$ cat src/rtl/netbus_arb7_if.sv
// netbus_arb7_if: NetBus signal bundle around the 7:1 arbiter.
// The master modport is the arbiter's view; slave is the surrounding hub/bench.
interface netbus_arb7_if #(
  parameter int DATA_WIDTH = 4
) ();
  localparam int W = DATA_WIDTH*9+14;

  logic [7*W-1:0] IN_DATA;
  logic [6:0]     IN_VALID;
  logic [6:0]     IN_READY;
  logic [W-1:0]   OUT_DATA;
  logic           OUT_VALID;
  logic           OUT_READY;
  logic [6:0]     GRANT;
  logic           ERR_TIMEOUT;

  modport master (
    input  IN_DATA, IN_VALID, OUT_READY,
    output IN_READY, OUT_DATA, OUT_VALID, GRANT, ERR_TIMEOUT
  );

  modport slave (
    output IN_DATA, IN_VALID, OUT_READY,
    input  IN_READY, OUT_DATA, OUT_VALID, GRANT, ERR_TIMEOUT
  );
endinterface

$ cat src/rtl/netbus_arb7.sv
// netbus_arb7: packet-aware 7:1 NetBus arbiter, RT ports first, round-robin per class.
// Define NETBUS_ARB_TIMEOUT_EN to release a lock stalled for TIMEOUT cycles.
module netbus_arb7 #(
  parameter int         DATA_WIDTH = 4,
  parameter int         LAST_BIT   = DATA_WIDTH*9+13,
  parameter logic [6:0] RT_MASK    = 7'b0000000,
  parameter int         MAX_WAIT   = 8,
  parameter int         TIMEOUT    = 255
) (
  input logic           CLK,
  input logic           RESETn,
  netbus_arb7_if.master bus
);
  localparam int         W          = DATA_WIDTH*9+14;
  localparam logic [7:0] WAIT_LIMIT = 8'(MAX_WAIT);

  typedef enum logic {IDLE, LOCK} state_t;

  state_t         state, next_state;
  logic [6:0]     grant;
  logic [2:0]     owner;
  logic [2:0]     rr_ptr_rt, rr_ptr_nrt;
  logic [7:0]     wait_cnt [7];
  logic           out_valid;
  logic [W-1:0]   out_data;

  logic           load_ok, xfer, last_beat, any_valid;
  logic           do_grant, release_lock, timeout_hit, found;
  logic [6:0]     in_ready;
  logic [W-1:0]   sel_data;
  logic [2:0]     winner, idx, next_ptr;

  function automatic logic [2:0] wrap7(input logic [3:0] v);
    return (v >= 4'd7) ? 3'(v - 4'd7) : v[2:0];
  endfunction

  always_comb begin
    load_ok   = !out_valid || bus.OUT_READY;
    in_ready  = (state == LOCK && load_ok) ? grant : 7'd0;
    any_valid = |bus.IN_VALID;
    xfer      = |(bus.IN_VALID & in_ready);
    sel_data  = '0;
    for (int i = 0; i < 7; i++) begin
      if (owner == 3'(i)) sel_data = bus.IN_DATA[i*W +: W];
    end
    last_beat = sel_data[LAST_BIT];
    next_ptr  = (owner == 3'd6) ? 3'd0 : owner + 3'd1;
  end

  // Winner: starved non-RT port first, then RT round-robin, then non-RT round-robin.
  always_comb begin
    found  = 1'b0;
    winner = 3'd0;
    idx    = 3'd0;
    if (MAX_WAIT != 0) begin
      for (int i = 0; i < 7; i++) begin
        if (!found && !RT_MASK[i] && bus.IN_VALID[i] && wait_cnt[i] >= WAIT_LIMIT) begin
          found  = 1'b1;
          winner = 3'(i);
        end
      end
    end
    for (int k = 0; k < 7; k++) begin
      idx = wrap7({1'b0, rr_ptr_rt} + 4'(k));
      if (!found && RT_MASK[idx] && bus.IN_VALID[idx]) begin
        found  = 1'b1;
        winner = idx;
      end
    end
    for (int k = 0; k < 7; k++) begin
      idx = wrap7({1'b0, rr_ptr_nrt} + 4'(k));
      if (!found && !RT_MASK[idx] && bus.IN_VALID[idx]) begin
        found  = 1'b1;
        winner = idx;
      end
    end
  end

  always_comb begin
    next_state   = state;
    do_grant     = 1'b0;
    release_lock = 1'b0;
    case (state)
      IDLE: begin
        if (any_valid) begin
          next_state = LOCK;
          do_grant   = 1'b1;
        end
      end
      LOCK: begin
        if ((xfer && last_beat) || timeout_hit) begin
          next_state   = IDLE;
          release_lock = 1'b1;
        end
      end
      default: next_state = IDLE;
    endcase
  end

  always_ff @(posedge CLK or negedge RESETn) begin
    if (!RESETn) state <= IDLE;
    else         state <= next_state;
  end

  // Grant ownership, class pointers and the starvation counters of non-RT ports.
  always_ff @(posedge CLK or negedge RESETn) begin
    if (!RESETn) begin
      grant      <= '0;
      owner      <= '0;
      rr_ptr_rt  <= '0;
      rr_ptr_nrt <= '0;
      for (int i = 0; i < 7; i++) wait_cnt[i] <= '0;
    end else if (do_grant) begin
      grant <= 7'd1 << winner;
      owner <= winner;
      for (int i = 0; i < 7; i++) begin
        if (!RT_MASK[i]) begin
          if (winner == 3'(i))
            wait_cnt[i] <= '0;
          else if (bus.IN_VALID[i] && wait_cnt[i] != 8'hFF)
            wait_cnt[i] <= wait_cnt[i] + 8'd1;
        end
      end
    end else if (release_lock) begin
      grant <= '0;
      if (RT_MASK[owner]) rr_ptr_rt  <= next_ptr;
      else                rr_ptr_nrt <= next_ptr;
    end
  end

  always_ff @(posedge CLK or negedge RESETn) begin
    if (!RESETn) begin
      out_valid <= 1'b0;
      out_data  <= '0;
    end else if (xfer) begin
      out_valid <= 1'b1;
      out_data  <= sel_data;
    end else if (bus.OUT_READY) begin
      out_valid <= 1'b0;
    end
  end

`ifdef NETBUS_ARB_TIMEOUT_EN
  localparam int TW = $clog2(TIMEOUT+1);

  logic [TW-1:0] stall_cnt;
  logic          stalled;
  logic          err_q;

  always_comb begin
    stalled     = (state == LOCK) && !(|(bus.IN_VALID & grant));
    timeout_hit = stalled && (stall_cnt == TW'(TIMEOUT - 1));
  end

  // Counts cycles the owner leaves its valid low; any transfer restarts it.
  always_ff @(posedge CLK or negedge RESETn) begin
    if (!RESETn) begin
      stall_cnt <= '0;
      err_q     <= 1'b0;
    end else begin
      err_q <= timeout_hit;
      if (state != LOCK || xfer || timeout_hit) stall_cnt <= '0;
      else if (stalled)                         stall_cnt <= stall_cnt + 1'b1;
    end
  end

  assign bus.ERR_TIMEOUT = err_q;
`else
  assign timeout_hit     = 1'b0;
  assign bus.ERR_TIMEOUT = 1'b0;
`endif

  assign bus.IN_READY  = in_ready;
  assign bus.GRANT     = grant;
  assign bus.OUT_VALID = out_valid;
  assign bus.OUT_DATA  = out_data;

endmodule

$ cat src/flat_wrapper.sv
// flat-port wrapper written by rule: the top's interface ports become plain ports
module netbus_arb7_flat 
#(
  parameter int         DATA_WIDTH = 4,
  parameter int         LAST_BIT   = DATA_WIDTH*9+13,
  parameter logic [6:0] RT_MASK    = 7'b0000000,
  parameter int         MAX_WAIT   = 8,
  parameter int         TIMEOUT    = 255
)
  (CLK, RESETn, bus_IN_DATA, bus_IN_VALID, bus_OUT_READY, bus_IN_READY, bus_OUT_DATA, bus_OUT_VALID, bus_GRANT, bus_ERR_TIMEOUT);
  netbus_arb7_if #(.DATA_WIDTH(DATA_WIDTH)) bus_i ();
  input logic CLK;
  input logic RESETn;
  input wire logic [$bits(bus_i.IN_DATA)-1:0] bus_IN_DATA;
  input wire logic [$bits(bus_i.IN_VALID)-1:0] bus_IN_VALID;
  input wire logic [$bits(bus_i.OUT_READY)-1:0] bus_OUT_READY;
  output wire logic [$bits(bus_i.IN_READY)-1:0] bus_IN_READY;
  output wire logic [$bits(bus_i.OUT_DATA)-1:0] bus_OUT_DATA;
  output wire logic [$bits(bus_i.OUT_VALID)-1:0] bus_OUT_VALID;
  output wire logic [$bits(bus_i.GRANT)-1:0] bus_GRANT;
  output wire logic [$bits(bus_i.ERR_TIMEOUT)-1:0] bus_ERR_TIMEOUT;
  assign bus_i.IN_DATA = bus_IN_DATA;
  assign bus_i.IN_VALID = bus_IN_VALID;
  assign bus_i.OUT_READY = bus_OUT_READY;
  assign bus_IN_READY = bus_i.IN_READY;
  assign bus_OUT_DATA = bus_i.OUT_DATA;
  assign bus_OUT_VALID = bus_i.OUT_VALID;
  assign bus_GRANT = bus_i.GRANT;
  assign bus_ERR_TIMEOUT = bus_i.ERR_TIMEOUT;
  netbus_arb7 #(.DATA_WIDTH(DATA_WIDTH), .LAST_BIT(LAST_BIT), .RT_MASK(RT_MASK), .MAX_WAIT(MAX_WAIT), .TIMEOUT(TIMEOUT)) u_core (.CLK(CLK), .RESETn(RESETn), .bus(bus_i));
endmodule
$ cat config.mk
export PLATFORM = sky130hd
export DESIGN_NAME = netbus_arb7_flat
export DESIGN_NICKNAME = d
export VERILOG_FILES = /design/src/rtl/netbus_arb7_if.sv /design/src/rtl/netbus_arb7.sv /design/src/flat_wrapper.sv
export SDC_FILE = /design/constraint.sdc
export NUM_CORES = 1
export LEC_CHECK = 0
export CORE_MARGIN = 3
export CORE_UTILIZATION = 40
export DETAILED_ROUTE_END_ITERATION = 10
export PLACE_DENSITY = 0.79
export SYNTH_ARGS = -nofsm -noshare
export SYNTH_HDL_FRONTEND = slang
export SYNTH_SLANG_ARGS = --single-unit
$ cat constraint.sdc
create_clock -name CLK -period 4.6 [get_ports CLK]
set_clock_uncertainty 0.15 [all_clocks]
set_input_delay 0.92 -clock CLK [delete_from_list [all_inputs] [get_ports CLK]]
set_output_delay 0.92 -clock CLK [all_outputs]
set_load 0.01 [all_outputs]
# Word level (Yosys, flattened, before mapping)
# Memory sizes are Yosys's and may differ from the RTL's.
# Index checks and enable logic that the tools add are counted.
[classes]
add_sub_neg = 34
magnitude_cmp = 36
n_eq_ne = 19
n_shift = 1
n_mux = 130
bitwise_logic = 4
reduce_logical = 101
[op_table]
columns = ["cell", "n"]
rows = [
  ["50-bit two-way mux", 7],
  ["8-bit two-way mux", 14],
  ["3-bit two-way mux", 34],
  ["3-bit by 4-bit < comparator with 1-bit output, second input constant", 15],
  ["1-bit two-way mux", 57],
  ["8-bit by 1-bit adder with 8-bit output, second input constant", 7],
  ["8-bit by 4-bit greater-or-equal comparator with 1-bit output, second input constant", 7],
  ["8-bit inequality test, second input constant", 7],
  ["1-bit logical AND", 50],
  ["4-bit by 3-bit greater-or-equal comparator with 1-bit output, second input constant", 12],
  ["1-bit binary-select mux with 3-bit select", 14],
  ["3-bit subtractor, second input constant", 14],
  ["1-bit zero test", 28],
  ["3-bit by 3-bit adder with 4-bit output, second input constant", 6],
  ["7-bit two-way mux", 3],
  ["3-bit equality test, second input constant", 6],
  ["2-bit nonzero test", 9],
  ["3-bit by 2-bit adder with 4-bit output, second input constant", 4],
  ["2-bit AND reduction", 7],
  ["7-bit OR reduction", 2],
  ["3-bit by 2-bit equality test with 1-bit output, second input constant", 4],
  ["3-bit by 1-bit adder with 4-bit output, second input constant", 2],
  ["7-bit AND", 1],
  ["1-bit by 3-bit << shifter with 7-bit output, first input constant", 1],
  ["8 further kinds", 14],
]
[totals]
reg_bits = 124
romBits = 120
input_bits = 360
out_inout_bits = 66
word_cells = 354
memories = 15
[mem_list]
columns = ["name", "words", "width", "rd", "rd_clocked_by_memory_dff", "wr", "line_no", "source"]
rows = [
  ["(no name shown)", 8, 1, 1, 0, 0, "netbus_arb7.sv:65", "if (!found && RT_MASK[idx] && bus.IN_VALID[idx]) begin"],
  ["(no name shown)", 8, 1, 1, 0, 0, "netbus_arb7.sv:65", ""],
  ["(no name shown)", 8, 1, 1, 0, 0, "netbus_arb7.sv:65", ""],
  ["(no name shown)", 8, 1, 1, 0, 0, "netbus_arb7.sv:65", ""],
  ["(no name shown)", 8, 1, 1, 0, 0, "netbus_arb7.sv:65", ""],
  ["(no name shown)", 8, 1, 1, 0, 0, "netbus_arb7.sv:65", ""],
  ["9 more memories", "--", "--", "--", "--", "--", "--", ""],
]

# Logic depth before layout (Yosys ltp)
# Gate-level depths: netlist (run 1).
[logic_depth]
depth_word = 86
ltp_mapped = 19
depth_no_buf = 14

# Worst setup path after synthesis (run 1)
# No wires, ideal clock.
[synth_path]
kind = "register to register"
from = "reg u_core.rr_ptr_nrt[1]"
to = "reg u_core.wait_cnt[32] (netlist name)"
setup_ps = 122
arrival_time_ps = 4194
required_time_ps = 4328
path_slack_ps = 135
path_stages_with_launch = 17
n_path_buf = 6
synth_period_minus_slack_ps = 4465
cell_sequence = "dfrtp_1 clkbuf_1 clkbuf_1 inv_1 ha_1 buf_2 buf_4 nor2_1 a221oi_1 a21oi_1 or4_1 or4_4 o211ai_4 buf_6 and4_1 buf_2 o2bb2ai_1"
[synth_between]
elab_chain_cells = 35
elab_cells_between_ends = 99
cone_classes = "13 x add/sub; 7 x order compare; 1 x eq/ne; 42 x mux; 29 x reduce/logical; 7 x memory"
[synth_lines]
columns = ["element", "line_no", "source"]
rows = [
  ["from (decl)", "netbus_arb7.sv:22", "logic [2:0] rr_ptr_rt, rr_ptr_nrt;"],
  ["from (signal assigned)", "netbus_arb7.sv:127", "else rr_ptr_nrt <= next_ptr;"],
  ["parallel branches: the longest is 31 deep, another holds 3-bit by 1-bit adder with 4-bit output", "--", ""],
  ["3-bit two-way mux *", "netbus_arb7.sv:72", "if (!found && !RT_MASK[idx] && bus.IN_VALID[idx]) begin"],
  ["3-bit by 2-bit equality test with 1-bit output *", "netbus_arb7.sv:118", "if (winner == 3'(i))"],
  ["2-bit nonzero test (no line)", "--", ""],
  ["2-bit AND reduction (no line)", "--", ""],
  ["to (signal, indexed assignment)", "netbus_arb7.sv:121", "wait_cnt[i] <= wait_cnt[i] + 8'd1;"],
  ["to (decl)", "netbus_arb7.sv:23", "logic [7:0] wait_cnt [7];"],
]
# Every way passes the cells marked *. The select of a mux whose other input is x is not followed.
# A chain may end at the register's enable or synchronous reset.

# Final worst setup path (run 1)
[layout_path]
from = "reg u_core.rr_ptr_nrt[1]"
to = "reg u_core.wait_cnt[29] (netlist name)"
# Same word-level chain as after synthesis.

==> run summary, run 1 <==
Run status: completed
Register bit total from synthesis: 121
Setup-failing EPs final: 0
Post-synth top area share: 29.6%
Vias in the first global route: 11303
Minimum clock period: 4.37 ns
Commonest non-fill, non-tap cell in the layout: clkdlybuf4s50_1
Crit end category: flip-flop
Max Clk Rate: 229 MHz
Via count: 12096
Layout cells sized above 1: 7.80%
Post-synth ARST share: 100%
IO Port Bufs: 424
Wire per inst: 22.9 um
Final period util: 95.0%
Setup_tns: 0 ns
CP max FO: 9
Die Footprint: 27500 um^2
Worst slack, placed: 0.0983 ns
Mapped Area: 10200 um^2
Yosys top cell by area: dfrtp_1
Setup WS post-layout: 0.230 ns
Remaining Overflow, GRT: 0
Reg2Reg Setup Slack: 0.23 ns
Worst Path Required: 4.72 ns
Syn Inst Count: 1344
EDFF count, synth: 0
TritonRoute pass-1 iters: 6
H-tree depth: 4
Synth Area per Inst: 7.62 um^2
Synth-to-Final Area Change: 53.2%
Leakage power: 6.66 nW
Max Cap Viol: 0
Syn_nets: 1732
Initial Utilization: 41.4%
VDD IR-drop max: 0.000744 V
Die W: 166 um
Crit-path cells: ha_1 > inv_1 > ha_1 > buf_4 > xor2_1 > o32ai_1 > a211oi_1 > a21oi_1 > or4_1 > or4_4 > o211ai_4 > buf_4 > and2_1 > a21oi_1
Commonest non-fill, non-tap cells in the layout: clkdlybuf4s50_1 (423), nor2_1 (173), nand2_1 (155)
Reg2Reg Depth: 14
All-layer global routing usage: 32.9%
Gpl congestion: 1.10
CTS Buffer Depth: 2
Relative slew slack: 42.3%
Die height: 166 um
Register area share after synthesis: 29.6%
Vias per std cell: 5.80
Yosys warns: 0
WHS: 0.324 ns
TritonCTS Buffers: 17
CTS clock-pin slew for the worst setup and hold paths: 0.06 ns
Slew Limit Fails: 0
Root buf cell: clkbuf_16
Core box area: 24700 um^2
Total wire length: 47700 um
Initial antenna violation count: 9
Worst-Margin Slew: 0.866 ns
Crit start category: flip-flop
Synth area leaders: dfrtp_1 (30%), mux2i_1 (6.7%), nor2_1 (6.4%)
Power Total: 11.0 mW
DRC errors left: 0
CP arrival: 4.49 ns
Ys flop type: dfrtp_1
Crit path kind: flip-flop to flip-flop
Nets: 2133
Worst r2r src: u_core.rr_ptr_nrt[1]
Drt initial violations: 1402
Post-CTS Hold Buffers: 0
DPL Wire Length: 37800 um
CTS tree: built
Count of cell types in the netlist: 77
Critical Path End: u_core.wait_cnt[29]
Post-route ant nets: 0
Largest net degree at the start of global routing: 122
Number of clock sinks: 121
Final hold violations: 0
CP max stage delay: 0.61 ns
Worst path slowest cell: or4_1
Pwr dens: 704 nW/um^2
Worst skew pair latency: 0.42 ns
Hold WC Path Type: flip-flop to flip-flop
Global-route wire length before repair: 70100 um
Boundary pin count: 426
Worst setup path startpoint: u_core.rr_ptr_nrt[1]
Std cell rows: 57
RSZ-0062 raised after global routing: no
Post-layout util: 63.4%
Reg2reg end: u_core.wait_cnt[29]
-- metal layers --
metal  global-route usage (%)  wire length (um)  up-vias
met2                     53.7             22700      571
met1                     44.1             19300     5794
met5                        0                50        -
met4                     8.57              1040        8
li1                         -                 -     5655
met3                     7.97              4660       68
-- metrics by stage --
| stage | std cells | cell area, um^2 |
|---|---|---|
| after floorplan | 1344 | 10200 |
| after global placement | 2046 | 15000 |
| after detailed placement | 2046 | 15000 |
| after CTS | 2077 | 15600 |
| after global routing | 2086 | 15700 |
| final | 2086 | 15700 |
-- report_power, final --
part           switching (mW)  internal [mW]
sequential              0.317           1.40
clock                   0.541          0.968
combinational            4.54           3.28
total                    5.40           5.65
-- flip-flops by register name (all words and copies together), names as in the netlist --
register	count
u_core.state	1
u_core.bus.OUT_DATA	50
u_core.rr_ptr_nrt	3
u_core.bus.OUT_VALID	1
u_core.owner	3
u_core.bus.GRANT	7
u_core.wait_cnt	56
-- final cells by class --
class	instances	area (um^2)
antenna	5	12.5
multi-input combinational	1080	6670
clock inverter	13	220
fill	2140	9060
timing repair buffer	493	4800
inverter	32	120
clock buffer	18	429
sequential	121	3030
tap	324	405
-- critical path: cells and delay by family (launching register included) --
| family | cells | cell delay [ns] |
|---|---|---|
| buffers and inverters | 3 | 0.41 |
| flip-flops | 1 | 0.46 |
| AO/OA/AOI/OAI | 5 | 0.98 |
| XOR/XNOR | 1 | 0.19 |
| AND/OR/NAND/NOR | 3 | 1.47 |
| adder cells (fa/ha/maj) | 2 | 0.56 |
-- repair_timing --
action	CTS	global route
resized for setup	0	2
buffers inserted	0	4
setup endpoints to repair	0	23
-- synthesized netlist by cell type (all sizes together), types with 8 or more instances --
cell type and instances:
a211oi 53, a21o 13, a21oi 124, a22oi 52
and3 20, buf 29, clkbuf 82, dfrtp 121
ha 27, inv 31, mux2i 69, nand2 155
nand2b 16, nand3 29, nand4 15, nor2 174
nor2b 9, nor3 11, nor4 8, o21ai 127
o22ai 11, or4 9, xnor2 19, xor2 27
-- worst min-delay path by stage --
stage	from	slack (ns)	end	cells after the start
detailed placement	u_core.bus.OUT_DATA[11]	0.32	u_core.bus.OUT_DATA[11]	2
global placement	u_core.bus.OUT_DATA[49]	0.31	u_core.bus.OUT_DATA[49]	1
global route	u_core.bus.OUT_DATA[49]	0.35	u_core.bus.OUT_DATA[49]	1
floorplan	u_core.wait_cnt[54]	0.32	u_core.wait_cnt[54]	2
finish	u_core.bus.OUT_DATA[8]	0.32	u_core.bus.OUT_DATA[8]	2
CTS	u_core.bus.OUT_DATA[8]	0.33	u_core.bus.OUT_DATA[8]	2
-- cells by family (layout without fill, tap and decap cells) --
| family | count (synthesis) | count (layout) | synth area share [%] |
|---|---|---|---|
| DFF | 121 | 121 | 29.6 |
| other | 1 | 6 | 0.0366 |
| xor gates and xnor gates | 46 | 46 | 3.94 |
| muxes | 75 | 75 | 7.41 |
| adders and majority gates | 28 | 28 | 3.50 |
| AOI/OAI and AO/OA | 454 | 454 | 28.0 |
| and+or+nand+nor | 476 | 476 | 21.8 |
| buffers and inverters | 143 | 556 | 5.70 |
No activity file was read; power rests on OpenSTA's default activity.
==> run 2, diff against run 1 <==
Settings changed: ABC_CLOCK_PERIOD_IN_PS set to 5520, CORE_AREA set to 3 3 166 168, CORE_MARGIN 3 to not set, CORE_UTILIZATION 40 to not set, DIE_AREA set to 0 0 169 171, PLACE_DENSITY 0.79 to 0.74, SLEW_MARGIN set to 20.
Clock period 4.6 ns to 5.52 ns, I/O delays scaled along.
==> run 2 against run 1 <==
Net effect:
- maximum frequency down 12%
- wire length down 3.9%
- flip-flop and latch count unchanged
- die area up 4.9%
- via count down 4.1%
- worst hold slack better by 0.0014 ns
- clock-buffer cell count down 1
- first-iteration DRC count down 23%
- global-route usage down 2.5 points
- clock power down 21%
- critical endpoint is now u_core.wait_cnt[32]
- largest cell class unchanged
- highest routed layer unchanged
==> run summary, run 2 (synthesis gave the netlist of run 1 again) <==
Synth-to-Final Area Change: 50.0%
Max Cap Viol: 0
Crit path kind: flip-flop to flip-flop
Boundary pin count: 426
Worst Path Required: 5.66 ns
Commonest non-fill, non-tap cell in the layout: clkdlybuf4s50_1
Reg2Reg Depth: 11
Via count: 11596
Layout cells sized above 1: 5.59%
Worst slack, placed: 0.547 ns
Number of clock sinks: 121
Die height: 171 um
Worst path top cell family by delay: simple AND/OR/NAND/NOR gates
CTS Buffer Depth: 2
Final hold violations: 0
Worst skew pair latency: 0.42 ns
Crit end category: flip-flop
CP max stage delay: 0.62 ns
Vias per std cell: 5.63
IO Port Bufs: 424
Worst-Margin Slew: 0.981 ns
CTS tree: built
Run status: completed
VDD IR-drop max: 0.000356 V
Initial antenna violation count: 16
Post-route ant nets: 0
Biggest register: u_core.wait_cnt
Total wire length: 45900 um
Std cell rows: 59
WHS Path Cells: 2
Nets: 2091
Vias in the first global route: 11355
Setup_tns: 0 ns
Largest net degree at the start of global routing: 101
TritonRoute pass-1 iters: 6
Die W: 169 um
Gpl congestion: 0.948
CTS clock-pin slew for the worst setup and hold paths: 0.06 ns
Post-CTS Setup Bufs: 0
DPL Wire Length: 36100 um
Setup-failing EPs final: 0
Area of the multi-input gates: 6670 um^2
CTS resizes: 0
Worst path bufs/invs: 1
Hold WC Path Type: flip-flop to flip-flop
Setup WS post-layout: 0.565 ns
Remaining Overflow, GRT: 0
Initial Utilization: 39.3%
Post-CTS Hold Buffers: 0
Crit-path cells: inv_1 > ha_1 > nand2b_2 > o21ai_0 > a221oi_1 > a21oi_1 > or4_1 > or4_4 > o211ai_4 > and4_1 > o2bb2ai_1
Worst path slowest cell: dfrtp_1
DRC errors left: 0
Wire per inst: 22.3 um
Relative slew slack: 34.6%
Commonest non-fill, non-tap cells in the layout: clkdlybuf4s50_1 (423), nor2_1 (173), nand2_1 (155)
Storage element area: 3030 um^2
All-layer global routing usage: 30.5%
Die Footprint: 28900 um^2
CP arrival: 5.09 ns
Final period util: 89.8%
RSZ-0062 raised after global routing: no
Stages on the worst setup path: 11
H-tree depth: 4
Core box area: 26100 um^2
Leakage power: 6.45 nW
TritonCTS Buffers: 17
Crit start category: flip-flop
Root buf cell: clkbuf_16
Minimum clock period: 4.96 ns
Max Clk Rate: 202 MHz
CP max FO: 15
Slew Limit Fails: 0
Pwr dens: 563 nW/um^2
Global-route wire length before repair: 67400 um
Max reg flops: 56
Drt initial violations: 1085
Fillers: 2458
-- run 2: cell types whose count changed in the layout (fill, tap and decap cells not counted), sizes merged --
cell / previous run / this run
diode: 5 / 9
clkinv: 5 / 4
buf: 70 / 28
clkbuf: 18 / 17
bufinv: 5 / 3
inv: 33 / 40
clkinvlp: 2 / 0
-- run 2: metal layers --
| layer | global-route usage (%) | wire [um] | up-vias |
|---|---|---|---|
| li1 | - | - | 5573 |
| met1 | 39.9 | 19100 | 5455 |
| met2 | 50.9 | 22200 | 496 |
| met3 | 7.72 | 3600 | 62 |
| met4 | 7.23 | 862 | 10 |
| met5 | 0 | 75 | - |
-- run 2: through the flow --
stage	power (mW)	utilization (%)	instances	hold slack (ns)	cell area (um^2)
after detailed placement	7.38	56.4	2019	0.319	14700
final	8.65	58.9	2060	0.325	15400
after global placement	7.30	56.4	2019	0.312	14700
after CTS	8.60	58.9	2051	0.332	15300
after floorplan	5.47	-	1344	0.322	10200
after global routing	9.33	58.9	2057	0.357	15400
-- run 2: cell type report --
type	count	area share, %
Multi-Input combinational cell	1080	43.4
Timing Repair Buffer	451	29.1
Sequential cell	121	19.7
Clock buffer	17	2.77
Tap cell	335	2.73
Clock inverter	15	1.33
Inverter	32	0.782
Antenna cell	9	0.147
-- run 2: tightest hold or removal path: cells and delay by family, from the launching register on --
kind / cells / cell delay [ns]
simple gates: 1 / 0.04
compound gates: 1 / 0.06
flops: 1 / 0.34
-- run 2: path summary, 6_finish.rpt --
check	from	endpoint	slack [ns]
max in group asynchronous	RESETn	u_core.owner[0]	3.59
worst min-delay path	u_core.bus.OUT_DATA[25]	u_core.bus.OUT_DATA[25]	0.33
worst max register to register	u_core.rr_ptr_nrt[2]	u_core.wait_cnt[32]	0.56
min in group asynchronous	RESETn	u_core.bus.OUT_DATA[20]	0.48
worst max-delay path	u_core.rr_ptr_nrt[2]	u_core.wait_cnt[32]	0.56
worst min register to register	u_core.bus.OUT_DATA[25]	u_core.bus.OUT_DATA[25]	0.33
-- run 2: report_power, final --
| part | internal [mW] | switching, mW |
|---|---|---|
| registers | 1.16 | 0.309 |
| logic | 2.41 | 3.57 |
| clock network | 0.732 | 0.467 |
==> run 3, diff against run 2 <==
--- a/config.mk
+++ b/config.mk
@@ -8,6 +8,7 @@
 export ABC_CLOCK_PERIOD_IN_PS = 5520
-export CORE_AREA = 3 3 166 168
+export CORE_ASPECT_RATIO = 0.5
+export CORE_MARGIN = 3
+export CORE_UTILIZATION = 47
 export DETAILED_ROUTE_END_ITERATION = 10
-export DIE_AREA = 0 0 169 171
-export PLACE_DENSITY = 0.74
+export PLACE_DENSITY = 0.87
 export SLEW_MARGIN = 20
==> constraint.sdc (replaced) <==
create_clock -name CLK -period 5.52 [get_ports CLK]
set_clock_uncertainty 0.15 [all_clocks]
set_input_delay 0.828 -clock CLK [delete_from_list [all_inputs] [get_ports CLK]]
set_output_delay 0.828 -clock CLK [all_outputs]
set_load 0.01 [all_outputs]
==> run 3 against run 2 <==
Net effect:
- worst hold slack improved by 0.0038 ns
- sequential power about the same
- non-clock buffer count decreased by 8
- largest cell class unchanged
==> run summary, run 3 (synthesis gave the netlist of run 1 again) <==
Minimum clock period: 4.94 ns
H-tree depth: 4
IO Port Bufs: 424
CP max FO: 14
All-layer global routing usage: 36.4%
Post-layout util: 72.4%
CP arrival: 5.05 ns
Crit start category: flip-flop
CTS clock-pin slew for the worst setup and hold paths: 0.06 ns
Reg2Reg Setup Slack: 0.58 ns
TritonCTS Buffers: 17
WHS Path Cells: 2
Nets: 2083
Boundary pin count: 426
GR peak layer: met2
Run status: completed
Crit end category: flip-flop
Slew Limit Fails: 0
Number of clock sinks: 121
Commonest non-fill, non-tap cells in the layout: clkdlybuf4s50_1 (423), nor2_1 (173), nand2_1 (155)
Finished Cell Area: 15200 um^2
Gpl congestion: 1.03
CTS tree: built
Initial antenna violation count: 5
Setup_tns: 0 ns
Met2 usage: 60.0%
GRT met1 Usage: 46.6%
Vias in the first global route: 11258
TritonRoute pass-1 iters: 8
Largest net degree at the start of global routing: 103
Post-route ant nets: 0
Relative slew slack: 32.1%
HP Start: u_core.bus.OUT_DATA[45]
Post-DP Area: 14600 um^2
Hold WC Path Type: flip-flop to flip-flop
Worst slack, placed: 0.733 ns
Wire per inst: 22.4 um
Setup-failing EPs final: 0
Post-CTS Setup Bufs: 0
Drt initial violations: 1430
Final period util: 89.5%
Commonest non-fill, non-tap cell in the layout: clkdlybuf4s50_1
Biggest register: u_core.wait_cnt
CTS resizes: 0
Via count: 11967
Global-route wire length before repair: 66400 um
Die W: 215 um
Total wire length: 44800 um
Worst Path Required: 5.62 ns
Leakage power: 6.38 nW
DRC errors left: 0
VDD IR-drop max: 0.000414 V
Worst-Margin Slew: 1.02 ns
Worst r2r src: u_core.rr_ptr_nrt[1]
Worst skew pair latency: 0.42 ns
Pwr dens: 569 nW/um^2
Max reg flops: 56
RSZ-0062 raised after global routing: no
Crit path kind: flip-flop to flip-flop
Std cell rows: 37
Max Clk Rate: 202 MHz
Endpoint of the worst hold-timing path: u_core.bus.OUT_DATA[45]
CTS Buffer Depth: 2
Core box area: 21000 um^2
Vias per std cell: 5.98
Reg2reg end: u_core.wait_cnt[9]
Power Total: 8.63 mW
Synth-to-Final Area Change: 48.3%
Die height: 110 um
Layout cells sized above 1: 5.04%
Remaining Overflow, GRT: 0
Reg2Reg Depth: 13
Final hold violations: 0
Max Cap Viol: 0
Initial Utilization: 48.8%
Post-CTS Hold Buffers: 0
Die Footprint: 23700 um^2
Setup WS post-layout: 0.580 ns
DPL Wire Length: 34500 um
Root buf cell: clkbuf_16
M3 GR Usage: 9.42%
run 3: changes by cell type in the layout (fill, tap and decap cells not counted), moves of 3 or more:
cell,change
buf_4,-6
inv_6,-3
clkinvlp_4,+3
inv_8,-5
diode_2,-8
run 3: layout make-up:
type,instances,area (um^2)
Multi-Input combinational cell,1080,6670
Fill cell,1661,5800
Timing Repair Buffer,443,4380
Sequential cell,121,3030
Clock buffer,21,460
Tap cell,292,365
Clock inverter,11,145
Inverter,32,120
Antenna cell,1,2.50
run 3: worst max-delay path, cell delays in order (launching register included):
cell      delay, ns
dfrtp_1        0.60
inv_1          0.26
ha_1           0.68
buf_4          0.26
or3b_2         0.45
a22oi_1        0.16
o211ai_1       0.15
nand2b_1       0.27
nor2_1         0.29
nand2b_4       0.10
nor4_1         0.39
nor2_1         0.27
nor3_2         0.56
o32ai_1        0.19
run 3: how the worst max path moves through the flow:
stage	from	to	cells after the start
5_1_grt	u_core.rr_ptr_nrt[1]	u_core.wait_cnt[9]	13
3_3_place_gp	u_core.rr_ptr_nrt[1]	u_core.wait_cnt[1]	13
6_report	u_core.rr_ptr_nrt[1]	u_core.wait_cnt[9]	13
3_5_place_dp	u_core.rr_ptr_nrt[1]	u_core.wait_cnt[9]	13
2_1_floorplan	u_core.rr_ptr_nrt[1]	u_core.wait_cnt[32]	16
4_1_cts	u_core.rr_ptr_nrt[1]	u_core.wait_cnt[9]	13
run 3: stage by stage:
stage / hold WS (ns) / std cells
2_1_floorplan: 0.322 / 1344
5_1_grt: 0.354 / 2000
4_1_cts: 0.333 / 2000
6_report: 0.329 / 2001
3_5_place_dp: 0.320 / 1968
3_3_place_gp: 0.313 / 1968
run 3: metal layers:
metal / wire [um] / share of wire (%)
met1: 17900 / 40
met2: 21300 / 47
met3: 3880 / 8.7
met4: 1720 / 3.8
met5: 55 / 0.12
run 3: power breakdown:
group	switching, mW	total, mW	leakage, nW	internal, mW
Combinational	3.66	6.02	4.50	2.36
Sequential	0.277	1.44	1.59	1.17
Clock	0.433	1.17	0.289	0.734
Total	4.37	8.63	6.38	4.26
